### src/rtl/uart_pkg.sv
// Shared UART definitions: parity modes, m_tuser flag layout and baud divider maths.
// Latency: n/a (package).
// Backpressure: n/a (package).
package uart_pkg;

    typedef enum logic [1:0] {
        NONE = 2'd0,
        ODD  = 2'd1,
        EVEN = 2'd2
    } parity_e;

    localparam int PAR_ERR = 0;
    localparam int FRM_ERR = 1;
    localparam int BRK     = 2;

    // Field order matches the PAR_ERR/FRM_ERR/BRK bit indices.
    typedef struct packed {
        logic brk;
        logic frm_err;
        logic par_err;
    } flags_t;

    // Clock cycles per oversample tick, rounded to nearest.
    function automatic int calc_div(input int clk_mhz, input int bit_rate, input int ovs);
        longint num;
        longint den;
        num = longint'(clk_mhz) * longint'(1000000);
        den = longint'(bit_rate) * longint'(ovs);
        return int'((num + den / 2) / den);
    endfunction

endpackage

### src/rtl/axis_sync_fifo.sv
// Synchronous FIFO with registered head-of-queue output and occupancy count.
// Latency: a push into an empty FIFO is visible on out_vld the next cycle.
// Backpressure: in_rdy drops when full unless a pop happens in the same cycle.
module axis_sync_fifo #(
    parameter int WIDTH = 8,
    parameter int DEPTH = 16
) (
    input  logic                     aclk,
    input  logic                     aresetn,
    input  logic                     in_vld,
    input  logic [WIDTH-1:0]         in_dat,
    output logic                     in_rdy,
    output logic                     out_vld,
    output logic [WIDTH-1:0]         out_dat,
    input  logic                     out_rdy,
    output logic [$clog2(DEPTH):0]   count
);
    localparam int AW = $clog2(DEPTH);
    localparam logic [AW:0] FULL = (AW+1)'(DEPTH);
    localparam logic [AW:0] ONE  = (AW+1)'(1);

    logic [WIDTH-1:0] mem [DEPTH];
    logic [AW-1:0]    wr_ptr;
    logic [AW-1:0]    rd_ptr;
    logic [AW-1:0]    rd_nxt;
    logic             pop;
    logic             push;

    assign pop    = out_vld && out_rdy;
    assign in_rdy = (count != FULL) || pop;
    assign push   = in_vld && in_rdy;
    assign rd_nxt = rd_ptr + 1'b1;

    always_ff @(posedge aclk) begin
        if (push) begin
            mem[wr_ptr] <= in_dat;
        end
    end

    // out_dat mirrors mem[rd_ptr]; it bypasses mem when the entry arrives this cycle.
    always_ff @(posedge aclk) begin
        if (!aresetn) begin
            wr_ptr  <= '0;
            rd_ptr  <= '0;
            count   <= '0;
            out_vld <= 1'b0;
            out_dat <= '0;
        end else begin
            if (push) begin
                wr_ptr <= wr_ptr + 1'b1;
            end
            if (pop) begin
                rd_ptr <= rd_nxt;
            end
            count <= count + (AW+1)'(push) - (AW+1)'(pop);
            if (pop) begin
                if (count > ONE) begin
                    out_dat <= mem[rd_nxt];
                end else if (push) begin
                    out_dat <= in_dat;
                end
                out_vld <= (count > ONE) || push;
            end else if (!out_vld && push) begin
                out_dat <= in_dat;
                out_vld <= 1'b1;
            end
        end
    end

endmodule

### src/rtl/uart_rx_ovs_axis.sv
// Oversampling UART receiver with 2-of-3 mid-bit voting, emitting words on AXI-Stream.
// Latency: word leaves on m_tvalid one cycle after the mid-point of its last stop bit.
// Backpressure: words queue in a FIFO; a word arriving while full and not popping is dropped with an overrun pulse.
module uart_rx_ovs_axis
    import uart_pkg::*;
#(
    parameter int CLK_FREQ      = 100,
    parameter int BIT_RATE      = 115200,
    parameter int BIT_PER_WORD  = 8,
    parameter int PARITY_BIT    = 0,
    parameter int STOP_BITS_NUM = 1,
    parameter int OVERSAMPLE    = 16,
    parameter int FIFO_DEPTH    = 16
) (
    input  logic                          aclk,
    input  logic                          aresetn,
    input  logic                          RX,
    output logic [BIT_PER_WORD-1:0]       m_tdata,
    output logic [2:0]                    m_tuser,
    output logic                          m_tvalid,
    input  logic                          m_tready,
    output logic                          overrun,
    output logic [$clog2(FIFO_DEPTH):0]   fifo_count
);
    localparam int DIV = calc_div(CLK_FREQ, BIT_RATE, OVERSAMPLE);
    localparam int TW  = $clog2(DIV);
    localparam int SW  = $clog2(OVERSAMPLE);
    localparam int BW  = $clog2(BIT_PER_WORD);
    localparam parity_e PMODE = parity_e'(2'(PARITY_BIT));

    localparam logic [TW-1:0] T_LAST = TW'(DIV - 1);
    localparam logic [SW-1:0] S_V0   = SW'(OVERSAMPLE / 2 - 1);
    localparam logic [SW-1:0] S_V1   = SW'(OVERSAMPLE / 2);
    localparam logic [SW-1:0] S_V2   = SW'(OVERSAMPLE / 2 + 1);
    localparam logic [SW-1:0] S_LAST = SW'(OVERSAMPLE - 1);
    localparam logic [BW-1:0] B_LAST = BW'(BIT_PER_WORD - 1);
    localparam logic          P_LAST = 1'(STOP_BITS_NUM - 1);

    typedef enum logic [2:0] {IDLE, START, DATA, PARITY, STOP, PUSH, WAIT_HIGH} state_t;

    state_t                  state, state_nxt;
    logic                    rx_meta, rx_s, rx_hi;
    logic [1:0]              fill;
    logic [TW-1:0]           tick_cnt;
    logic [SW-1:0]           samp_cnt;
    logic [1:0]              votes;
    logic [BW-1:0]           bit_cnt;
    logic                    stop_cnt;
    logic [BIT_PER_WORD-1:0] shreg;
    logic                    par_bit, frm_err, stop0_low;
    logic                    tick, mid, wrap, vote, fall, push, fifo_in_rdy;
    flags_t                  flags;

    // rx_hi only follows real samples, so a line held low through reset never looks like a fresh edge.
    assign fall = rx_hi && !rx_s;
    assign tick = (tick_cnt == T_LAST);
    assign mid  = tick && (samp_cnt == S_V2);
    assign wrap = tick && (samp_cnt == S_LAST);
    assign vote = (votes[0] & votes[1]) | (votes[0] & rx_s) | (votes[1] & rx_s);

    always_comb begin
        flags.par_err = 1'b0;
        if (PMODE == ODD) begin
            flags.par_err = ~(^shreg ^ par_bit);
        end else if (PMODE == EVEN) begin
            flags.par_err = ^shreg ^ par_bit;
        end
        flags.frm_err = frm_err;
        flags.brk     = (shreg == '0) && ((PMODE == NONE) || !par_bit) && stop0_low;
    end

    always_comb begin
        state_nxt = state;
        push      = 1'b0;
        case (state)
            IDLE:      if (fall) state_nxt = START;
            START: begin
                if (mid && vote) state_nxt = IDLE;
                else if (wrap)   state_nxt = DATA;
            end
            DATA:      if (wrap && bit_cnt == B_LAST) state_nxt = (PMODE != NONE) ? PARITY : STOP;
            PARITY:    if (wrap) state_nxt = STOP;
            STOP:      if (mid && stop_cnt == P_LAST) state_nxt = PUSH;
            PUSH: begin
                push      = 1'b1;
                state_nxt = frm_err ? WAIT_HIGH : IDLE;
            end
            WAIT_HIGH: if (rx_s) state_nxt = IDLE;
            default:   state_nxt = IDLE;
        endcase
    end

    always_ff @(posedge aclk) begin
        if (!aresetn) state <= IDLE;
        else          state <= state_nxt;
    end

    always_ff @(posedge aclk) begin
        if (!aresetn) begin
            rx_meta   <= 1'b1;
            rx_s      <= 1'b1;
            rx_hi     <= 1'b0;
            fill      <= 2'b00;
            tick_cnt  <= '0;
            samp_cnt  <= '0;
            votes     <= 2'b00;
            bit_cnt   <= '0;
            stop_cnt  <= 1'b0;
            shreg     <= '0;
            par_bit   <= 1'b0;
            frm_err   <= 1'b0;
            stop0_low <= 1'b0;
            overrun   <= 1'b0;
        end else begin
            rx_meta <= RX;
            rx_s    <= rx_meta;
            fill    <= {fill[0], 1'b1};
            if (fill[1]) rx_hi <= rx_s;

            if (state == IDLE || state_nxt == IDLE || tick) tick_cnt <= '0;
            else                                            tick_cnt <= tick_cnt + 1'b1;

            if (state == IDLE)  samp_cnt <= '0;
            else if (tick)      samp_cnt <= (samp_cnt == S_LAST) ? '0 : samp_cnt + 1'b1;

            if (tick && samp_cnt == S_V0) votes[0] <= rx_s;
            if (tick && samp_cnt == S_V1) votes[1] <= rx_s;

            if (state == IDLE && fall) begin
                bit_cnt   <= '0;
                stop_cnt  <= 1'b0;
                frm_err   <= 1'b0;
                stop0_low <= 1'b0;
            end
            if (state == DATA && mid)  shreg   <= {vote, shreg[BIT_PER_WORD-1:1]};
            if (state == DATA && wrap) bit_cnt <= bit_cnt + 1'b1;
            if (state == PARITY && mid) par_bit <= vote;
            if (state == STOP && mid) begin
                if (!vote)     frm_err   <= 1'b1;
                if (!stop_cnt) stop0_low <= !vote;
            end
            if (state == STOP && wrap) stop_cnt <= 1'b1;

            overrun <= push && !fifo_in_rdy;
        end
    end

    logic [BIT_PER_WORD+2:0] out_dat;

    axis_sync_fifo #(
        .WIDTH (BIT_PER_WORD + 3),
        .DEPTH (FIFO_DEPTH)
    ) u_fifo (
        .aclk    (aclk),
        .aresetn (aresetn),
        .in_vld  (push),
        .in_dat  ({flags, shreg}),
        .in_rdy  (fifo_in_rdy),
        .out_vld (m_tvalid),
        .out_dat (out_dat),
        .out_rdy (m_tready),
        .count   (fifo_count)
    );

    assign m_tdata = out_dat[BIT_PER_WORD-1:0];
    assign m_tuser = out_dat[BIT_PER_WORD+:3];

endmodule

### config.mk
export PLATFORM = sky130hd
export DESIGN_NAME = uart_rx_ovs_axis
export DESIGN_NICKNAME = d
export VERILOG_FILES = /design/src/rtl/uart_pkg.sv /design/src/rtl/axis_sync_fifo.sv /design/src/rtl/uart_rx_ovs_axis.sv
export SDC_FILE = /design/constraint.sdc
export NUM_CORES = 1
export LEC_CHECK = 0
export BUFFER_PORTS_ARGS = -buffer_cell sky130_fd_sc_hd__buf_4
export CAP_MARGIN = 20
export CORE_ASPECT_RATIO = 2
export CORE_UTILIZATION = 30
export DETAILED_ROUTE_END_ITERATION = 8
export GPL_TIMING_DRIVEN = 0
export PLACE_DENSITY_LB_ADDON = 0.1
export RECOVER_POWER = 25
export SYNTH_ARGS = -nofsm -noshare
export SYNTH_HDL_FRONTEND = slang
export SYNTH_SLANG_ARGS = --single-unit
### constraint.sdc
create_clock -name aclk -period 4.36 [get_ports aclk]
set_input_delay 0.436 -clock aclk [delete_from_list [all_inputs] [get_ports aclk]]
set_output_delay 0.436 -clock aclk [all_outputs]
set_load 0.05 [all_outputs]
### Word-level counts from Yosys, hierarchy flattened

Memory sizes are Yosys's and may differ from the RTL's.
Cells that the tools add are included.

* register bits after elaboration: 60
* bits in writable memories: 160
* input bits: 4
* output and inout port bits: 18
* logic and storage cells: 116
* memories kept: 1

Memory list
* u_fifo.mem: depth 16, width 10, read ports 1, clocked after Yosys merged registers in 0, wr ports 1, RTL line axis_sync_fifo.sv:22 `logic [WIDTH-1:0] mem [DEPTH];`

* $add $sub $neg: 7
* $lt $le $gt $ge: 1
* eq/ne operators: 14
* multiplexer cells: 30
* bitwise gates (word level): 7
* reductions and logical operators: 35

Operators by type and width (number)
* 11-bit two-way mux: 4
* 3-bit two-way mux: 10
* 3-bit case mux with 7 select lines: 1
* 1-bit logical AND: 18
* 1-bit two-way mux: 14
* 4-bit by 1-bit adder with 4-bit output, second input constant: 3
* 3-bit equality test, second input constant: 4
* 4-bit equality test, second input constant: 3
* 8-bit zero test: 1
* 6-bit by 1-bit adder with 6-bit output, second input constant: 1
* 3-bit by 2-bit equality test with 1-bit output, second input constant: 2
* 6-bit equality test, second input constant: 1
* 3-bit zero test: 2
* 2-bit nonzero test: 3
* 5-bit by 1-bit adder with 5-bit output: 1
* 5-bit by 1-bit greater-than comparator with 1-bit output, second input constant: 1
* 5-bit inequality test, second input constant: 1
* 5-bit by 1-bit subtractor with 5-bit output: 1
* 4-bit by 3-bit equality test with 1-bit output, second input constant: 1
* 1-bit zero test: 4
* 1-bit logical OR: 4
* 4-bit two-way mux: 1
* 2-bit OR reduction: 2
* 3-bit by 1-bit adder with 3-bit output, second input constant: 1
* other kinds (6): 10

### Depth between registers and ports, before layout

Gate-level depths: netlist (run 1).

* word-level depth: 10
* gate-level depth with buffers: 13
* gate-level depth less buffers: 13

### Hierarchy

From an unflattened synthesis (run 1), not the netlist that was laid out.

* cells, all modules: 681
* area total of the unflattened synthesis: 10019.6 um^2

Modules (own cells, without submodules)
* axis_sync_fifo: instances 1, cells an instance 514, area an instance 8415.6 um^2, seq. area each 5785.5 um^2
* uart_rx_ovs_axis: instances 1, cells an instance 167, area an instance 1604.0 um^2, seq. area each 700.7 um^2

### Least setup slack after synthesis (run 1)

Ideal clock, no wire load.

* path kind: flip-flop to flip-flop
* start: register u_fifo.count[2]
* end: memory u_fifo.mem[3][0] (netlist bit) (enable)
* setup time: 0.390 ns
* arrival: 2.406 ns
* required time: 3.970 ns
* path slack: 1.564 ns
* stages on the path, launching flop included: 8
* buffers on the path: 0
* clock period less this slack: 2.796 ns
* cell sequence: dfxtp_1 > inv_1 > ha_1 > nor4bb_1 > a21bo_2 > clkinv_1 > nand2_1 > nor3_1

* cells in the longest elaborated chain, start to end: 5

RTL lines
* start, declared: RTL line axis_sync_fifo.sv:16 `output logic [$clog2(DEPTH):0] count`
* start signal, assigned: RTL line axis_sync_fifo.sv:55 `count <= count + (AW+1)'(push) - (AW+1)'(pop);`
* 5-bit inequality test: RTL line axis_sync_fifo.sv:30 `assign in_rdy = (count != FULL) || pop;`
* 1-bit logical OR: RTL line axis_sync_fifo.sv:30
* 1-bit logical AND: RTL line axis_sync_fifo.sv:31 `assign push = in_vld && in_rdy;`
* net u_fifo.push: RTL line axis_sync_fifo.sv:27 `logic push;`
* 1-bit two-way mux: RTL line axis_sync_fifo.sv:35 `if (push) begin`
* 1-bit two-way mux (not written as such): RTL line axis_sync_fifo.sv:36 `mem[wr_ptr] <= in_dat;`
* end, declared: RTL line axis_sync_fifo.sv:22

The timed path passes the listed nets, and every way through them passes these cells.

### Worst setup path after layout (run 1)

* start: register u_fifo.rd_ptr[1]
* end: register u_fifo.out_dat[1]

* cells in the longest elaborated chain, start to end: 4

RTL lines
* start, declared: RTL line axis_sync_fifo.sv:24 `logic [AW-1:0] rd_ptr;`
* start signal, assigned: RTL line axis_sync_fifo.sv:53 `rd_ptr <= rd_nxt;`
* 4-bit by 1-bit adder with 4-bit output: RTL line axis_sync_fifo.sv:32 `assign rd_nxt = rd_ptr + 1'b1;`
* net u_fifo.rd_nxt[1]: RTL line axis_sync_fifo.sv:25 `logic [AW-1:0] rd_nxt;`
* memory read 16 x 10 bit
* 11-bit two-way mux: RTL line axis_sync_fifo.sv:57 `if (count > ONE) begin`
* 11-bit two-way mux: RTL line axis_sync_fifo.sv:56 `if (pop) begin`
* end signal, assigned: RTL line axis_sync_fifo.sv:58 `out_dat <= mem[rd_nxt];`
* end signal, assigned: RTL line axis_sync_fifo.sv:60 `out_dat <= in_dat;`
* end signal, assigned: RTL line axis_sync_fifo.sv:64 `out_dat <= in_dat;`
* end, declared: RTL line axis_sync_fifo.sv:14 `output logic [WIDTH-1:0] out_dat,`

The timed path passes the listed nets, and every way through them passes these cells.
A chain may end at the register's enable or synchronous reset.

==> metrics.csv, run 1 <==
metric,value,unit
post-route-min-period,2.86,ns
setup_viol_count_final,0,
grt_pass1_vias,5315,
synth.yosys.warnings,0,
worstPathArrival,3.23,ns
initial_core_util,30.4,%
synth_simple_gate_area_share,8.45,%
via_count,4939,
min_delay_path_depth,2,
number_of_antenna_violations_at_the_first_check_in_global_routing,0,
rsz0062_at_grt,no,
fin_worst_skew,0.0142,ns
finalWorstSetupSlack,1.50,ns
slew_viol_final,0,
layout.cells.most_common,edfxtp_1,
synth_top_flop_cell,edfxtp_1,
hp-class,in2reg,
worstHoldStart,RX,
route.detailed.vias_per_inst,4.89,
final_nets,658,
critical_path_startpoint,u_fifo.rd_ptr[1],
postRouteWirelength,22.6,mm
fmax,350,MHz
groute.usage.overall,15.1,%
synth_area,8970,um2
tritoncts_clock_tree,built,
clock_tree.root_cell,clkbuf_16,
fill_cells,2784,
cts.repair.resized,0,
timing.critical_path.mode_cell,clkbuf_1,
timing.critical_path.required,4.73,ns
synth_top_family_by_area,multiplexers,
r2r-start,u_fifo.rd_ptr[1],
postSynthRegisterBits,219,
synth_compound_area_share,4.14,%
result_of_the_run,finished clean,
count_of_antenna_diodes_in_the_layout,0,
synthDominantAreaCellType,edfxtp_1,
dr.first_iter.drc_count,225,
setup-tns-final,0,ns
grt_overflow,0,
syn_nets,603,
drive_gt1_share,21.9,%
count_of_flip_flops_with_a_built_in_enable_after_synthesis,160,
crit_path_top_delay_cell,clkbuf_1,
cpPeakStageDelay,0.55,ns
drc_errors,0,
syn_avg_cell_area,15.5,um2
core.rowCount,89,
cts_setup_buffers,0,
num_io_pins,22,
first_pass_grt_wire_length,33.7,mm
ff2ff_path_depth,7,
power_density,384,nW/um2
area.growth.synth_to_final,15.5,%
criticalPathCategory,reg2reg,
grt_start_max_net_pins,21,
design.die.area,30600,um2
yosys.area_share.adder,3.12,%
crit_path_max_fanout,10,
finalCoreUtilization,35.1,%
detailed_placement_wirelength_estimate,15.9,mm
drt-wirelength-per-cell,22.4,um
yosys.area_share.xor_xnor,1.37,%
drt-pass1-iter-count,4,
clkLatencyLatePin,0.51,ns
clk_path_buf_depth,3,
core_area,29500,um2
seq_area_frac_synth,66.7,%
clk_pin_slew_worst_paths,0.07,ns
hold_violations,0,
synth.area.top_cells,"edfxtp_1 (54%), dfxtp_1 (13%), mux4_2 (10%), ha_1 (2.8%), mux2_2 (2.5%)",
r2r_end,u_fifo.out_dat[1],
cts_sinks,219,
synth.area.mux_share,13.9,%
maxCapViolCount,0,
gp_congestion,0.792,
timing.max_slew.rel_slack,30.7,%
die_x,124,um
timing.critical_path.from_type,flop,
power.leakage,3.41,nW
cts_made_buffers,21,
worstMarginPinSlew,1.04,ns
place_worst_setup_slack,1.45,ns
post_route_worst_hold_slack,0.112,ns
cts-htree-levels,1,
port_buffers,20,
cts_hold_buf,0,
ir_drop_worst_vdd,260,uV
layout_common_cells,"edfxtp_1 (160), dfxtp_1 (59), nor2_1 (51)",
postSynth.asyncResetShare,0,%
postRouteAntennaNets,0,
die_y,247,um
cp-end-kind,flop,
netlist_instances,578,
yosysTopAreaCellShare,53.5,%
synth.lib_cells_used.distinct,59,
cp_cell_sequence,ha_1 -> clkbuf_1 -> clkbuf_1 -> mux4_2 -> mux2_2 -> a22oi_1 -> a31oi_1,
hold-path-endpoint,rx_meta,
min_period_over_period,65.6,%
r2r_setup_slack,1.50,ns
## where the power goes
group	leakage [nW]	internal [mW]	switching [mW]
clock network	0.318	0.958	0.791
registers	1.99	2.21	0.00197
logic	1.11	0.00593	0.0155
## critical path: cells and delay by family, from the launching register on
kind | cells | cell delay [ns]
buffers and inverters | 2 | 0.80
multiplexers | 2 | 0.75
AO/OA/AOI/OAI | 2 | 0.55
flip-flops | 1 | 0.33
adder cells (fa/ha/maj) | 1 | 0.27
## layer usage
metal | global-route usage (%) | vias up | wire, um
li1 | - | 2312 | -
met1 | 14.7 | 2522 | 7950
met2 | 30.2 | 62 | 13100
met3 | 1.63 | 43 | 495
met4 | 8.29 | 0 | 1080
met5 | 0 | - | 0
## area by class of cell
class	count	area, um2	share of cell area [%]
sequential	219	5990	57.8
inverter	16	60.1	0.580
clock buffer	26	586	5.65
multi-input combinational	314	2810	27.1
buffer	29	143	1.38
timing repair buffer	32	259	2.50
tap	364	455	4.40
clock inverter	11	61.3	0.592
## cell usage after synthesis, drive strengths merged, types with 2 or more instances
cell / count
xnor2: 6
or3: 2
inv: 15
nand4: 3
buf: 12
a22o: 2
o21ai: 13
nor2b: 7
nand2b: 8
ha: 20
a21oi: 13
xor2: 8
and2: 4
mux4: 40
nor4bb: 2
dfxtp: 59
nor3: 13
nand3: 9
nand2: 30
nor2: 51
mux2i: 11
mux2: 21
a22oi: 10
nor4: 5
nand3b: 4
a31oi: 11
clkbuf: 17
edfxtp: 160
## cell families (layout without fill, tap and decap cells)
| kind of cell | after synthesis | after routing |
|---|---|---|
| flip-flops | 219 | 219 |
| adder cells (fa/ha/maj) | 22 | 22 |
| multiplexers | 72 | 72 |
| other | 1 | 1 |
| buffers and inverters | 45 | 114 |
| XOR/XNOR | 14 | 14 |
| AND/OR/NAND/NOR | 147 | 147 |
| AO/OA/AOI/OAI | 58 | 58 |
## metrics by stage
stage	instances	total power, mW	instance area, um2
after global placement	962	2.28	9580
after global routing	1011	4.11	10400
final	1011	3.98	10400
after floorplan	578	2.27	8970
after CTS	1006	4.03	10300
after detailed placement	969	2.28	9680
## flip-flops by register name, indices dropped and copies added, names as in the netlist, 2 cells and up
name,cells
bit_cnt,3
fill,2
samp_cnt,4
shreg,8
state,3
tick_cnt,6
u_fifo.count,5
u_fifo.mem,160
u_fifo.out_dat,10
u_fifo.rd_ptr,4
u_fifo.wr_ptr,4
votes,2
## how the worst max path moves through the flow
stage / end / cells past startpoint
2_1_floorplan: u_fifo.mem[3][0] / 7
6_report: u_fifo.out_dat[1] / 7
4_1_cts: u_fifo.out_dat[6] / 7
3_3_place_gp: u_fifo.mem[7][9] / 3
3_5_place_dp: u_fifo.out_dat[6] / 7
5_1_grt: u_fifo.mem[7][6] / 6
(Power assumes the default switching activity.)
==> inputs of run 2 (changes only) <==
--- a/config.mk
+++ b/config.mk
@@ -5,6 +5,7 @@
 export SDC_FILE = /design/constraint.sdc
 export NUM_CORES = 1
 export LEC_CHECK = 0
+export ABC_AREA = 1
 export BUFFER_PORTS_ARGS = -buffer_cell sky130_fd_sc_hd__buf_4
 export CAP_MARGIN = 20
 export CORE_ASPECT_RATIO = 2
==> constraint.sdc (replaced) <==
create_clock -name aclk -period 2.4 [get_ports aclk]
set_input_delay 0.24 -clock aclk [delete_from_list [all_inputs] [get_ports aclk]]
set_output_delay 0.24 -clock aclk [all_outputs]
set_load 0.05 [all_outputs]
==> metrics.csv, run 2 <==
metric,value,unit
result_of_the_run,"finished, violations left",
violations,negative setup slack,
die_x,129,um
dpl-instance-area,10300,um2
yosysTopAreaCellShare,49.8,%
area.growth.synth_to_final,15.2,%
fmax,407,MHz
detailed_placement_wirelength_estimate,19.9,mm
switching_share,19.6,%
grt_pass1_vias,6892,
clock_power_share,46.9,%
layout_top_registers,"u_fifo.mem x160, u_fifo.out_dat x10, shreg x8",
worstPathArrival,2.59,ns
r2r_setup_slack,-0.06,ns
via_count,6796,
first_pass_grt_wire_length,41.4,mm
timing.max_slew.rel_slack,22.4,%
clk_pin_slew_worst_paths,0.07,ns
power.leakage,4.42,nW
synth.area.mux_share,0,%
clkLatencyLatePin,0.51,ns
final_design_area_no_fill,11100,um2
route.detailed.vias_per_inst,4.49,
synth_compound_area_share,4.10,%
synthDominantAreaCellType,edfxtp_1,
power.share.combinational,0.6,%
ys_top_cells_by_count,"nand2_1 (279), edfxtp_1 (160), inv_1 (139)",
cp-end-kind,flop,
final_nets,1100,
synth.lib_cells_used.distinct,35,
placedCellCount,1472,
largest_register_ffs,160,
hold-path-endpoint,u_fifo.rd_ptr[0],
count_of_flip_flops_with_a_built_in_enable_after_synthesis,160,
synth.area.top_cells,"edfxtp_1 (50%), dfxtp_1 (12%), nand2_1 (11%), nand3_1 (6.8%), inv_1 (5.4%)",
p_int,6.13,mW
cts_made_buffers,20,
fin_worst_skew,0.00968,ns
num_io_pins,22,
timing.critical_path.required,2.53,ns
drt-wirelength-per-cell,18.2,um
hold_violations,0,
synth_simple_gate_area_share,22.8,%
layout.area.seq,5990,um2
ir_drop_worst_vdd,509,uV
tritoncts_clock_tree,built,
seq_area_frac_synth,62.1,%
post-route-min-period,2.46,ns
postRouteAntennaNets,0,
postRouteWirelength,27.6,mm
final_cell_count_no_fill,1512,
sequentialPowerShare,52.6,%
synth_top_flop_cell,edfxtp_1,
drive_gt1_share,9.18,%
post-layout-total-power,7.62,mW
setup-tns-final,-0.650,ns
groute.usage.overall,17.3,%
syn_nets,1052,
rsz0062_at_grt,yes,
hp-class,in2reg,
criticalPathCategory,reg2reg,
netlist_instances,1027,
synth_top_family_by_area,simple AND/OR/NAND/NOR gates,
most_frequently_used_cell_type_in_the_post_synthesis_netlist,nand2_1,
worstMarginPinSlew,1.16,ns
drc_errors,0,
yosys.area_share.xor_xnor,0.636,%
min_period_over_period,102,%
postSynthRegisterBits,219,
design.die.area,32900,um2
r2r-start,u_fifo.count[2],
worstHoldStart,m_tready,
ff2ff_path_depth,9,
synth.yosys.warnings,0,
min_delay_path_depth,3,
maxCapViolCount,0,
crit_path_max_fanout,10,
syn_avg_cell_area,9.39,um2
critical_path_startpoint,u_fifo.count[2],
count_of_antenna_diodes_in_the_layout,0,
postSynth.asyncResetShare,0,%
initial_core_util,30.6,%
drt-pass1-iter-count,5,
clock_tree.root_cell,clkbuf_16,
timing.critical_path.from_type,flop,
cts_sinks,219,
largest-register,u_fifo.mem,
cts-htree-levels,1,
synth_area,9640,um2
gp_congestion,0.863,
clk_path_buf_depth,3,
fill_cells,3386,
finalWorstSetupSlack,-0.0598,ns
multi_input_gate_area_in_the_final_layout,2960,um2
port_buffers,20,
core.rowCount,92,
number_of_antenna_violations_at_the_first_check_in_global_routing,0,
core_area,31500,um2
die_y,256,um
place_worst_setup_slack,-0.285,ns
r2r_end,u_fifo.mem[5][8],
setup_viol_count_final,20,
power_density,687,nW/um2
dr.first_iter.drc_count,305,
layout_common_cells,"nand2_1 (279), edfxtp_1 (160), inv_1 (138)",
slew_viol_final,0,
grt_start_max_net_pins,20,
layout.cells.most_common,nand2_1,
grt_overflow,0,
yosys.area_share.adder,2.80,%
power.switching,1.49,mW
## run 2: cell count changes after synthesis, sizes merged, moves of 28 or more
cell	previous run	this run
mux4	40	0
nand3	9	132
nand2	30	283
nor2	51	87
a21oi	13	41
inv	15	141
## run 2: cell type report
type                    instances  share of cell area (%)
inverters                     144                    4.89
clock inverters                10                    1.18
repair buffers                 26                    1.40
clock buffers                  26                    5.45
well taps                     423                    4.77
flip-flops and latches        219                    53.9
plain buffers                  41                    1.70
multi-input cells             623                    26.7
## run 2: layer usage
metal	track usage [%]	part of all wire [%]
met5	0	0
met4	8.24	4.3
met3	1.65	2.7
met2	34.9	58
met1	16.8	35
## run 2: metrics by stage
stage	utilization (%)	hold slack, ns
2_1_floorplan	-	0.268
3_3_place_gp	32.7	0.396
3_5_place_dp	32.8	0.406
4_1_cts	35.3	0.0985
5_1_grt	35.2	0.131
6_report	35.2	0.122
## run 2: worst max-delay path by stage
stage,to,slack [ns],depth (start not counted)
2_1_floorplan,u_fifo.count[4],0.009,13
3_3_place_gp,u_fifo.mem[11][7],-0.29,8
3_5_place_dp,u_fifo.mem[10][7],-0.29,8
4_1_cts,u_fifo.mem[5][8],-0.09,9
5_1_grt,u_fifo.mem[5][8],-0.15,9
6_report,u_fifo.mem[5][8],-0.06,9
## run 2: worst max-delay path: stages (launching register included)
cell and delay, ns:
dfxtp_2 0.35, inv_1 0.07, ha_1 0.22, nand2_1 0.07
nor2_1 0.05, nand3_2 0.08, nand2_2 0.10, inv_4 0.11
nand2_1 0.23, nor2_1 0.79
## run 2: cell families after synthesis
group,Yosys count
AND/OR/NAND/NOR,519
flip-flops,219
buffers and inverters,185
AO/OA/AOI/OAI,75
adder cells (fa/ha/maj),21
XOR/XNOR,7
other,1
## run 2: power by group through the flow
stage,registers (mW),logic [mW],clock network (mW)
floorplan,4.09,0.0230,0
global placement,4.09,0.0426,0
detailed placement,4.09,0.0423,0
CTS,4.01,0.0449,3.68
global route,4.01,0.0466,3.79
finish,4.01,0.0425,3.57
## run 2: timing repair
item                                   4_1_cts  5_1_grt
pin swaps                                    0        1
setup endpoints to repair                  151       61
gates resized for setup                     11        7
endpoints found under the hold margin        2        0
buffers inserted                             0        1
hold buffers                                 2        0
